`src/rtl/serial_subtractor.sv`:
```
// serial_subtractor: bit-serial A - B, LSB first, one full-subtractor cell
// plus a borrow flip-flop. One result every WIDTH+1 cycles back-to-back.
//
// Optional feature: define SERIAL_SUB_OVF_EN to add the 'overflow' output
// (signed two's-complement overflow of the completed subtraction).
//
// Handshake: start acts as 'valid' and (state != SHIFT) acts as 'ready';
// an operation is accepted on a rising edge where both are high. A and B are
// only sampled on that edge. done is a one-cycle 'valid' for diff/borrow_out
// with no back-pressure; diff/borrow_out then hold until the next completion.
// The FSM state is kept in the 'state' signal for hierarchical observation.
module serial_subtractor #(
  parameter int WIDTH = 16
) (
  input  logic             clk,
  input  logic             rst_n,
  input  logic             start,
  input  logic [WIDTH-1:0] A,
  input  logic [WIDTH-1:0] B,
  output logic             busy,
  output logic             done,
  output logic [WIDTH-1:0] diff,
`ifdef SERIAL_SUB_OVF_EN
  output logic             overflow,
`endif
  output logic             borrow_out
);

  localparam int CW = (WIDTH > 2) ? $clog2(WIDTH) : 1;
  localparam logic [CW-1:0] LAST_BIT = CW'(WIDTH - 1);

  typedef enum logic [1:0] {
    ST_IDLE  = 2'd0,
    ST_SHIFT = 2'd1,
    ST_DONE  = 2'd2
  } state_t;

  state_t state;
  state_t state_next;

  logic [WIDTH-1:0] a_sr;
  logic [WIDTH-1:0] b_sr;
  logic [WIDTH-1:0] res_sr;
  logic [CW-1:0]    cnt;
  logic             br;

  logic             accept;
  logic             last;
  logic             a0;
  logic             b0;
  logic             d;
  logic             br_next;
  logic [WIDTH-1:0] res_next;

`ifdef SERIAL_SUB_OVF_EN
  logic a_msb;
  logic b_msb;
`endif

  // Full-subtractor cell and control decodes.
  always_comb begin
    a0       = a_sr[0];
    b0       = b_sr[0];
    d        = a0 ^ b0 ^ br;
    br_next  = (~a0 & b0) | (~(a0 ^ b0) & br);
    res_next = {d, res_sr[WIDTH-1:1]};
    accept   = start && (state != ST_SHIFT);
    last     = (state == ST_SHIFT) && (cnt == LAST_BIT);
  end

  // FSM state register.
  always_ff @(posedge clk or negedge rst_n) begin
    if (!rst_n) begin
      state <= ST_IDLE;
    end else begin
      state <= state_next;
    end
  end

  // FSM next-state logic; DONE accepts a new start just like IDLE.
  always_comb begin
    state_next = state;
    case (state)
      ST_IDLE:  if (start) state_next = ST_SHIFT;
      ST_SHIFT: if (cnt == LAST_BIT) state_next = ST_DONE;
      ST_DONE:  state_next = start ? ST_SHIFT : ST_IDLE;
      default:  state_next = ST_IDLE;
    endcase
  end

  // FSM outputs: done is high exactly while in DONE, so it is a registered pulse.
  always_comb begin
    busy = (state == ST_SHIFT);
    done = (state == ST_DONE);
  end

  // Datapath: capture on accept, one bit per edge in SHIFT, publish on the last bit.
  always_ff @(posedge clk or negedge rst_n) begin
    if (!rst_n) begin
      a_sr       <= '0;
      b_sr       <= '0;
      res_sr     <= '0;
      cnt        <= '0;
      br         <= 1'b0;
      diff       <= '0;
      borrow_out <= 1'b0;
`ifdef SERIAL_SUB_OVF_EN
      a_msb      <= 1'b0;
      b_msb      <= 1'b0;
      overflow   <= 1'b0;
`endif
    end else if (accept) begin
      a_sr  <= A;
      b_sr  <= B;
      br    <= 1'b0;
      cnt   <= '0;
`ifdef SERIAL_SUB_OVF_EN
      a_msb <= A[WIDTH-1];
      b_msb <= B[WIDTH-1];
`endif
    end else if (state == ST_SHIFT) begin
      a_sr   <= a_sr >> 1;
      b_sr   <= b_sr >> 1;
      res_sr <= res_next;
      br     <= br_next;
      cnt    <= cnt + CW'(1);
      if (last) begin
        diff       <= res_next;
        borrow_out <= br_next;
`ifdef SERIAL_SUB_OVF_EN
        // d is the MSB of the completed difference on this edge.
        overflow   <= (a_msb != b_msb) && (d != a_msb);
`endif
      end
    end
  end

endmodule
```
`config.mk`:
```
export PLATFORM = sky130hd
export DESIGN_NAME = serial_subtractor
export DESIGN_NICKNAME = d
export VERILOG_FILES = /design/src/rtl/serial_subtractor.sv
export SDC_FILE = /design/constraint.sdc
export NUM_CORES = 1
export LEC_CHECK = 0
export CAP_MARGIN = 20
export CORE_MARGIN = 1
export CORE_UTILIZATION = 52
export DETAILED_ROUTE_END_ITERATION = 8
export PLACE_DENSITY_LB_ADDON = 0.3
export SYNTH_ARGS = -nofsm -noshare
export SYNTH_HDL_FRONTEND = slang
export SYNTH_SLANG_ARGS = --single-unit
```
`constraint.sdc`:
```
create_clock -name clk -period 1.75 [get_ports clk]
set_input_delay 0.2625 -clock clk [delete_from_list [all_inputs] [get_ports clk]]
set_output_delay 0.2625 -clock clk [all_outputs]
set_load 0.02 [all_outputs]
```
==> results of run 1 <==
registers in the layout, summed over array words and instances (netlist names):
| signal | cells |
|---|---|
| b_sr | 16 |
| a_sr | 16 |
| cnt | 4 |
| res_sr | 15 |
| state | 2 |
| borrow_out | 1 |
| diff | 16 |
| br | 1 |
placed cells by master, fill, tap and decap left out, types with 4 or more instances in the layout:
cell type / n
dfrtp_1: 71
clkdlybuf4s50_1: 49
clkbuf_8: 12
inv_1: 4
buf_4: 4
nand3_1: 4
nand2_1: 78
mux2_4: 8
o21ai_0: 34
mux2_2: 9
mux2i_1: 34
stage by stage:
stage	setup slack [ns]	utilization	instance area, um2	hold WS [ns]
2_1_floorplan	0.178	-	3020	-0.0331
3_3_place_gp	0.228	0.650	3600	0.212
3_5_place_dp	0.171	0.650	3600	0.214
4_1_cts	0.151	0.689	3820	0.407
5_1_grt	0.0972	0.689	3820	0.432
6_report	0.176	0.689	3820	0.404
worst paths after layout:
path,to,slack (ns)
setup / recovery,diff[5],0.18
setup reg to reg,diff[5],0.18
hold reg to reg,a_sr[3],0.48
min in group clk,a_sr[3],0.48
hold / removal,diff[3],0.40
max in group asynchronous,cnt[2],0.79
timing repair:
item | in CTS | in global routing
hold buffers | 1 | 0
resized for setup | 2 | 0
hold endpoints to repair | 28 | 0
endpoints found under the setup margin | 2 | 0
power by group through the flow:
stage                     combinational, mW  clock [mW]  sequential, mW
after CTS                              1.96        1.38            2.72
after detailed placement               1.95           0            2.74
after global placement                 1.89           0            2.71
after global routing                   2.17        1.44            2.80
final                                  1.92        1.34            2.71
after floorplan                        1.13           0            2.82
critical path, delay by kind of cell (launching register included):
| family | cells | cell delay (ns) |
|---|---|---|
| and+or+nand+nor | 2 | 0.50 |
| adders and majority gates | 1 | 0.19 |
| DFF | 1 | 0.38 |
| muxes | 1 | 0.37 |
logic make-up after synthesis:
group | Yosys count
simple gates | 88
compound gates | 35
fa+ha+maj | 2
mux | 51
buf+inv | 22
xor+xnor | 1
flops | 71
layer usage:
| layer | vias up | track usage | wire length [um] |
|---|---|---|---|
| met5 | - | 0 | 0 |
| met4 | 0 | 0.0778 | 65 |
| met3 | 5 | 0.0605 | 254 |
| met2 | 42 | 0.346 | 2600 |
| met1 | 994 | 0.241 | 2320 |
| li1 | 996 | - | - |
layout make-up:
class / count / area [um2] / area share
Clock inverter: 3 / 40.0 / 0.0105
Sequential cell: 71 / 1780 / 0.465
Timing Repair Buffer: 59 / 593 / 0.155
Inverter: 5 / 21.3 / 0.00557
Tap cell: 72 / 90.1 / 0.0236
Clock buffer: 13 / 169 / 0.0442
Multi-Input combinational cell: 177 / 1130 / 0.295
synthesized netlist by cell type, drive strengths merged:
cell	number
nand2	78
dfrtp	71
mux2i	34
o21ai	34
mux2	17
clkbuf	11
buf	6
inv	5
nand3	4
nor2	2
and2	1
and3	1
fa	1
ha	1
nand2b	1
nor2b	1
o22ai	1
xor2	1
==> key figures, run 1 <==
Detailed routing
  – Final ANT Viol Nets: 0
  – Drt pass-1 iters: 4
  – Vias per cell: 5.09
  – Vias: a little over 2000
  – DR iter-0 viols: 100
  – Wirelength, routed: 5240 um
  – DRC Markers: 0
  – Post-DR wirelength/cell: about 13 um

Logic synthesis
  – Post-synthesis sequential element count: between 70 and 80
  – Mux contribution to synthesized area: 0.186
  – Post-Synthesis Cells: 270
  – Compound-Gate Fraction of Synth Area: 0.0584
  – Syn Std Cell Area: roughly 0.0030 mm2
  – Dominant cell type by area after synthesis: dfrtp_1
  – Syn Nets: ~300
  – Synth Area in XOR/XNOR: 0.00290
  – Synth Area in Adders: 0.0108
  – Yosys Warn Count: 0
  – Largest family of logic cells by synthesized area: multiplexers
  – Netlist cell types: 22
  – Post-synthesis simple-gate area fraction: 0.115
  – Mean Syn Cell Area: about 11 um2
  – Synth top area share: 0.588
  – Post-synthesis sequential area ratio: 0.588
  – Dominant cells by area after synthesis: dfrtp_1 (59%), mux2i_1 (11%), nand2_1 (9.7%), o21ai_0 (5.6%), mux2_4 (4.0%)

Clock network
  – Clock Tree Root: clkbuf_8
  – Worst-case clock buffer depth: 2
  – H-tree depth: 3
  – CTS tree: yes
  – Worst-Skew Late Latency: approximately 0.33 ns
  – Clk sinks: ~70
  – TritonCTS Buffers: 9
  – Post-CTS setup repair buffer count: 0
  – Worst-path clk slew: roughly 0.070 ns

Power
  – Psw: approximately 2.0 mW
  – Internal power: around 4 mW
  – Logic pwr share: 0.322
  – PwrDens: between 1500 and 2000 mW/mm2
  – VDD IR max: 836 uV
  – Clock power share: 0.225
  – Static Leak: ~1.8 nW
  – Pwr Total: approximately 6.0 mW
  – Reg power frac: 0.453
  – Sw frac: 0.331

Final layout
  – NumNets Final: 360
  – Layout fillers: about 450
  – Share of cells above drive strength 1: 0.125
  – Layout area overhead: 26.3%
  – Final Non-Filler Cells: 400
  – # diodes: 0

Setup path
  – CP max-delay cell: dfrtp_1
  – Data arrival time of the critical path: around 1.8 ns
  – Critical path required time: a little under 2 ns
  – Max incr delay on CP: 0.38 ns
  – CP endpoint kind: register
  – Critical Path Source: cnt[0]
  – Critical path type: register to register
  – R2r startpoint: cnt[0]
  – R2R cell count: 4
  – Crit path cell chain: ha_1 -> and3_1 -> and2_4 -> mux2_2
  – Type of origin of the critical path: register
  – Crit-path max FO: 18

Placed design
  – Post-DP HPWL: 3500 um
  – Cells after DPL: between 300 and 400
  – I/O Buffers: 53
  – Gpl congestion: 0.704

Die
  – Number of I/O pins: 54
  – Die Span Y: approximately 80 um
  – Placeable Area: approximately 0.0055 mm2
  – Initial Utilization: 0.546
  – Die ar.: around 0.0061 mm2
  – FP Rows: 27
  – Die Span X: about 78 um

STA
  – Fin Setup TNS: 0 ns
  – Skew final: 0.00546 ns
  – Max Clk Rate: around 640 MHz
  – Part of the cycle the worst path needs: 0.899
  – RSZ-0062 raised after global routing: no
  – Fin. Hold Viols: 0
  – Slew Limit Fails: 0
  – Slew HR: 0.652
  – Tmin final: 1.57 ns
  – Worst-margin pin slew: about 0.52 ns
  – Final Setup Violations: 0

GRT
  – Initial antenna violation count: 0
  – First-pass GRT wire length: approximately 9500 um
  – Largest net degree at the start of global routing: 68
  – GRT overflow: 0
  – Vias in the first global route: approximately 2100
  – GRT Util Overall: 0.203

Outcome
  – Status: finished, final reports clean

Worst hold path
  – HP Class: input pin to asynchronous set/reset pin

Job
  – Max_cap viols: 0
(Power assumes the default switching activity.)
==> inputs of run 2 (changes only) <==
MAX_ROUTING_LAYER = met4   (was default)
SLEW_MARGIN = 20   (was default)
==> run 2 against run 1 <==
Die area did not move; register-to-register slack hardly changed; critical endpoint unchanged; critical path type unchanged; sequential power about the same; largest power group unchanged.
==> key figures, run 2 (same netlist as run 1, synthesis figures left out) <==
Outcome
  – Status: finished, final reports clean

GRT
  – Initial antenna violation count: 0
  – GRT overflow: 0
  – GRT Util Overall: 0.209
  – First-pass GRT wire length: 9540 um
  – Vias in the first global route: ~2100
  – Largest net degree at the start of global routing: 68

Worst hold path
  – HP Class: input pin to asynchronous set/reset pin

Die
  – Number of I/O pins: 54
  – Initial Utilization: 0.546
  – Die Span Y: approximately 78 um
  – Die ar.: between 0.006 and 0.007 mm2
  – Placeable Area: around 0.0055 mm2
  – Die Span X: a little under 80 um
  – FP Rows: 27

STA
  – Slew HR: 0.645
  – Worst-margin pin slew: between 0.5 and 0.6 ns
  – Max Clk Rate: 634 MHz
  – Part of the cycle the worst path needs: 0.902
  – Tmin final: roughly 1.6 ns
  – Fin. Hold Viols: 0
  – Final Setup Violations: 0
  – Slew Limit Fails: 0
  – Min Hold Slack: just under 0.4 ns
  – Skew final: ~0.005 ns
  – RSZ-0062 raised after global routing: no
  – Fin Setup TNS: 0 ns

Power
  – Internal power: between 3 and 4 mW
  – Pwr Total: approximately 6 mW
  – Sw frac: 0.332
  – Static Leak: 1.85 nW
  – PwrDens: about 1600 mW/mm2
  – VDD IR max: between 800 and 900 uV
  – Clock power share: 0.226
  – Reg power frac: 0.452
  – Psw: 1.98 mW
  – Logic pwr share: 0.322

Clock network
  – Worst-Skew Late Latency: about 0.33 ns
  – Clk sinks: 71
  – TritonCTS Buffers: 9
  – CTS tree: yes
  – Worst-case clock buffer depth: 2
  – H-tree depth: 3
  – Clock Tree Root: clkbuf_8
  – Worst-path clk slew: 0.07 ns

Detailed routing
  – DR iter-0 viols: roughly 100
  – DRC Markers: 0
  – Final ANT Viol Nets: 0
  – Wirelength, routed: 5270 um
  – Vias per cell: between 5 and 6
  – Vias: a little over 2000
  – Drt pass-1 iters: 4
  – Post-DR wirelength/cell: ~13 um

Setup path
  – Type of origin of the critical path: register
  – Crit-path max FO: 18
  – CP max-delay cell: dfrtp_1
  – Crit path cell chain: ha_1 -> and3_1 -> and2_4 -> mux2_2
  – Stages on worst setup path: 4
  – Critical path required time: 1.97 ns
  – R2r startpoint: cnt[0]
  – Cell family with most CP delay: simple AND/OR/NAND/NOR gates
  – CP endpoint: diff[5]
  – R2R cell count: 4
  – R2r endpoint: diff[5]
  – CP endpoint kind: register
  – Critical path type: register to register
  – Data arrival time of the critical path: 1.80 ns
  – R2r setup slk: 0.17 ns
  – Max incr delay on CP: roughly 0.38 ns
  – Critical Path Source: cnt[0]
  – Worst path bufs/invs: 0

Final layout
  – NumNets Final: 360
  – # diodes: 0
  – Layout fillers: about 450
  – Most frequent cells in the layout: nand2_1 (78), dfrtp_1 (71), clkdlybuf4s50_1 (49), mux2i_1 (34), o21ai_0 (34)
  – Largest registers: a_sr (16), b_sr (16), diff (16)
  – Commonest non-fill, non-tap cell in the layout: nand2_1
  – Layout area overhead: 26.3%
  – Util after Layout: 0.689
  – Layout Cell Area excl Fill: 0.00382 mm2
  – Share of cells above drive strength 1: 0.125

Job
  – Max_cap viols: 0

Placed design
  – Placed cell areas: between 0.003 and 0.004 mm2
  – Post-DP HPWL: between 3000 and 4000 um
  – Gpl congestion: around 0.7
  – I/O Buffers: 53
-- run 2: worst reg2reg max path, delay by kind of cell (launching register included) --
| family | cells | cell delay [ns] |
|---|---|---|
| and+or+nand+nor | 2 | 0.50 |
| muxes | 1 | 0.38 |
| DFF | 1 | 0.38 |
| adders and majority gates | 1 | 0.19 |
-- run 2: what timing repair did --
item	CTS	global route
endpoints found under the hold margin	28	0
setup buffers	0	0
hold buffers	1	0
setup endpoints to repair	2	0
resized for setup	2	0
-- run 2: through the flow --
| step | setup WS [ns] | std cells |
|---|---|---|
| 3_5_place_dp | 0.171 | 383 |
| 6_report | 0.172 | 400 |
| 4_1_cts | 0.151 | 400 |
| 2_1_floorplan | 0.178 | 270 |
| 5_1_grt | 0.0972 | 400 |
| 3_3_place_gp | 0.228 | 383 |
-- run 2: layout make-up --
cell class	count	area (um2)	share of cell area
Timing Repair Buffer	59	593	0.155
Clock inverter	3	40.0	0.0105
Clock buffer	13	169	0.0442
Multi-Input combinational cell	177	1130	0.295
Sequential cell	71	1780	0.465
Tap cell	72	90.1	0.0236
Inverter	5	21.3	0.00557
-- run 2: power groups by stage --
stage	Sequential (mW)	Clock [mW]	Combinational, mW
2_1_floorplan	2.82	0	1.13
3_3_place_gp	2.71	0	1.89
3_5_place_dp	2.74	0	1.95
4_1_cts	2.72	1.38	1.96
5_1_grt	2.80	1.44	2.17
6_report	2.70	1.35	1.92
-- run 2: worst min-delay path by stage --
stage / from / end / slack, ns / cells past startpoint
floorplan: rst_n / a_sr[0] / -0.03 / 0
global placement: rst_n / diff[3] / 0.21 / 1
detailed placement: rst_n / res_sr[4] / 0.21 / 1
CTS: rst_n / res_sr[4] / 0.41 / 2
global route: rst_n / diff[3] / 0.43 / 2
finish: rst_n / diff[3] / 0.40 / 2
-- run 2: routing by layer --
metal	global-route usage	wire, um	part of all wire
met1	0.246	2350	0.45
met2	0.345	2610	0.50
met3	0.0558	231	0.044
met4	0.0778	76	0.014
met5	-	0	0
==> inputs of run 3 (changes only) <==
CORE_ASPECT_RATIO = 1.4   (was default)
==> run 3 against run 2 <==
Wire length increased by 4.7%; setup slack got worse by 0.017 ns; via count increased by 0.24%; non-clock buffer count unchanged; clock skew increased by 0.0056 ns; first-iteration DRC count increased by 48%; largest power group unchanged.
==> key figures, run 3 (same netlist as run 1, synthesis figures left out) <==
Outcome
  – Status: finished, final reports clean

STA
  – Tmin final: between 1.5 and 2 ns
  – Part of the cycle the worst path needs: 0.911
  – Slew Limit Fails: 0
  – Worst-margin pin slew: 0.436 ns
  – Fin Setup TNS: 0 ns
  – Fin. Hold Viols: 0
  – Skew final: 0.0107 ns
  – RSZ-0062 raised after global routing: no
  – Slew HR: 0.709
  – Final Setup Violations: 0
  – Max Clk Rate: 627 MHz

Clock network
  – CTS tree: yes
  – Worst-case clock buffer depth: 2
  – H-tree depth: 3
  – Post-CTS setup repair buffer count: 0
  – TritonCTS Buffers: 9
  – Clk sinks: roughly 70
  – Worst-Skew Late Latency: approximately 0.34 ns
  – Worst-path clk slew: 0.08 ns
  – Clock Tree Root: clkbuf_8

Power
  – Sw frac: 0.335
  – Clock power share: 0.236
  – PwrDens: 1600 mW/mm2
  – Static Leak: roughly 1.8 nW
  – VDD IR max: 891 uV
  – Internal power: ~4.1 mW
  – Logic pwr share: 0.318
  – Psw: 2.04 mW
  – Pwr Total: about 6.1 mW
  – Reg power frac: 0.445

Die
  – Placeable Area: 0.00557 mm2
  – Die ar.: 0.00613 mm2
  – FP Rows: 32
  – Number of I/O pins: 54
  – Initial Utilization: 0.543
  – Die Span X: around 66 um
  – Die Span Y: a little over 90 um

Final layout
  – Most frequent cells in the layout: nand2_1 (78), dfrtp_1 (71), clkdlybuf4s50_1 (49), mux2i_1 (34), o21ai_0 (34)
  – Layout area overhead: 26.6%
  – Share of cells above drive strength 1: 0.125
  – Util after Layout: 0.688
  – NumNets Final: 360
  – Largest registers: a_sr (16), b_sr (16), diff (16)
  – # diodes: 0
  – Commonest non-fill, non-tap cell in the layout: nand2_1
  – Layout Cell Area excl Fill: 0.00383 mm2
  – Layout fillers: 440

GRT
  – Largest net degree at the start of global routing: 54
  – First-pass GRT wire length: around 9700 um
  – Vias in the first global route: 2140
  – GRT Util Overall: 0.221
  – Initial antenna violation count: 0
  – GRT overflow: 0

Setup path
  – Critical path type: register to output port
  – Worst path bufs/invs: 1
  – Type of origin of the critical path: register
  – R2r startpoint: cnt[0]
  – Max incr delay on CP: 0.62 ns
  – R2R cell count: 4
  – Critical Path Source: diff[14]
  – Data arrival time of the critical path: 1.33 ns
  – CP max-delay cell: clkdlybuf4s50_1
  – Crit-path max FO: 2
  – CP endpoint kind: output port
  – Crit path cell chain: clkdlybuf4s50_1
  – R2r endpoint: diff[4]
  – R2r setup slk: 0.17 ns
  – Critical path required time: 1.49 ns
  – Cell family with most CP delay: buffers and inverters

Detailed routing
  – Vias: between 2000 and 2500
  – Drt pass-1 iters: 4
  – Vias per cell: a little over 5
  – DRC Markers: 0
  – Final ANT Viol Nets: 0
  – Post-DR wirelength/cell: 13.9 um
  – DR iter-0 viols: around 150
  – Wirelength, routed: approximately 5500 um

Placed design
  – Gpl congestion: ~0.73
  – Post-DP HPWL: about 3700 um
  – I/O Buffers: between 50 and 60
  – Placed cell areas: around 0.0036 mm2

Job
  – Max_cap viols: 0

Worst hold path
  – HP Class: input pin to asynchronous set/reset pin
## run 3: how the worst max path moves through the flow
stage,end,slack (ns),cells after the start
final,diff[14],0.16,1
after floorplan,diff[10],0.18,6
after detailed placement,diff[1],0.16,4
after global placement,diff[4],0.22,4
after CTS,diff[14],0.14,1
after global routing,diff[4],0.08,4
## run 3: routing by layer
| metal | up-vias | share of wire | track usage |
|---|---|---|---|
| met3 | 12 | 0.034 | 0.0697 |
| met4 | 0 | 0.022 | 0.0833 |
| met5 | - | 0 | - |
| met1 | 999 | 0.42 | 0.264 |
| li1 | 998 | - | - |
| met2 | 42 | 0.52 | 0.346 |
## run 3: area by class of cell
cell class | count | area [um2] | area share
Sequential cell | 71 | 1780 | 0.464
Multi-Input combinational cell | 177 | 1130 | 0.295
Timing Repair Buffer | 59 | 593 | 0.155
Clock buffer | 11 | 141 | 0.0370
Tap cell | 68 | 85.1 | 0.0222
Clock inverter | 5 | 81.3 | 0.0213
Inverter | 5 | 21.3 | 0.00556
## run 3: timing repair
action	in CTS	in global routing
gates resized for setup	2	0
setup endpoints to repair	2	0
hold endpoints to repair	31	0
hold buffers	1	0
## run 3: power by group through the flow
stage	Sequential, mW	Clock [mW]	Combinational, mW
2_1_floorplan	2.82	0	1.13
3_3_place_gp	2.71	0	1.88
4_1_cts	2.72	1.47	1.98
6_report	2.72	1.44	1.94
3_5_place_dp	2.75	0	1.97
5_1_grt	2.81	1.55	2.22
## run 3: metrics by stage
stage	hold slack [ns]	std cells	worst slack, ns
finish	0.399	396	0.155
CTS	0.385	396	0.144
floorplan	-0.0331	270	0.178
global placement	0.230	379	0.221
detailed placement	0.228	379	0.159
global route	0.409	396	0.0804
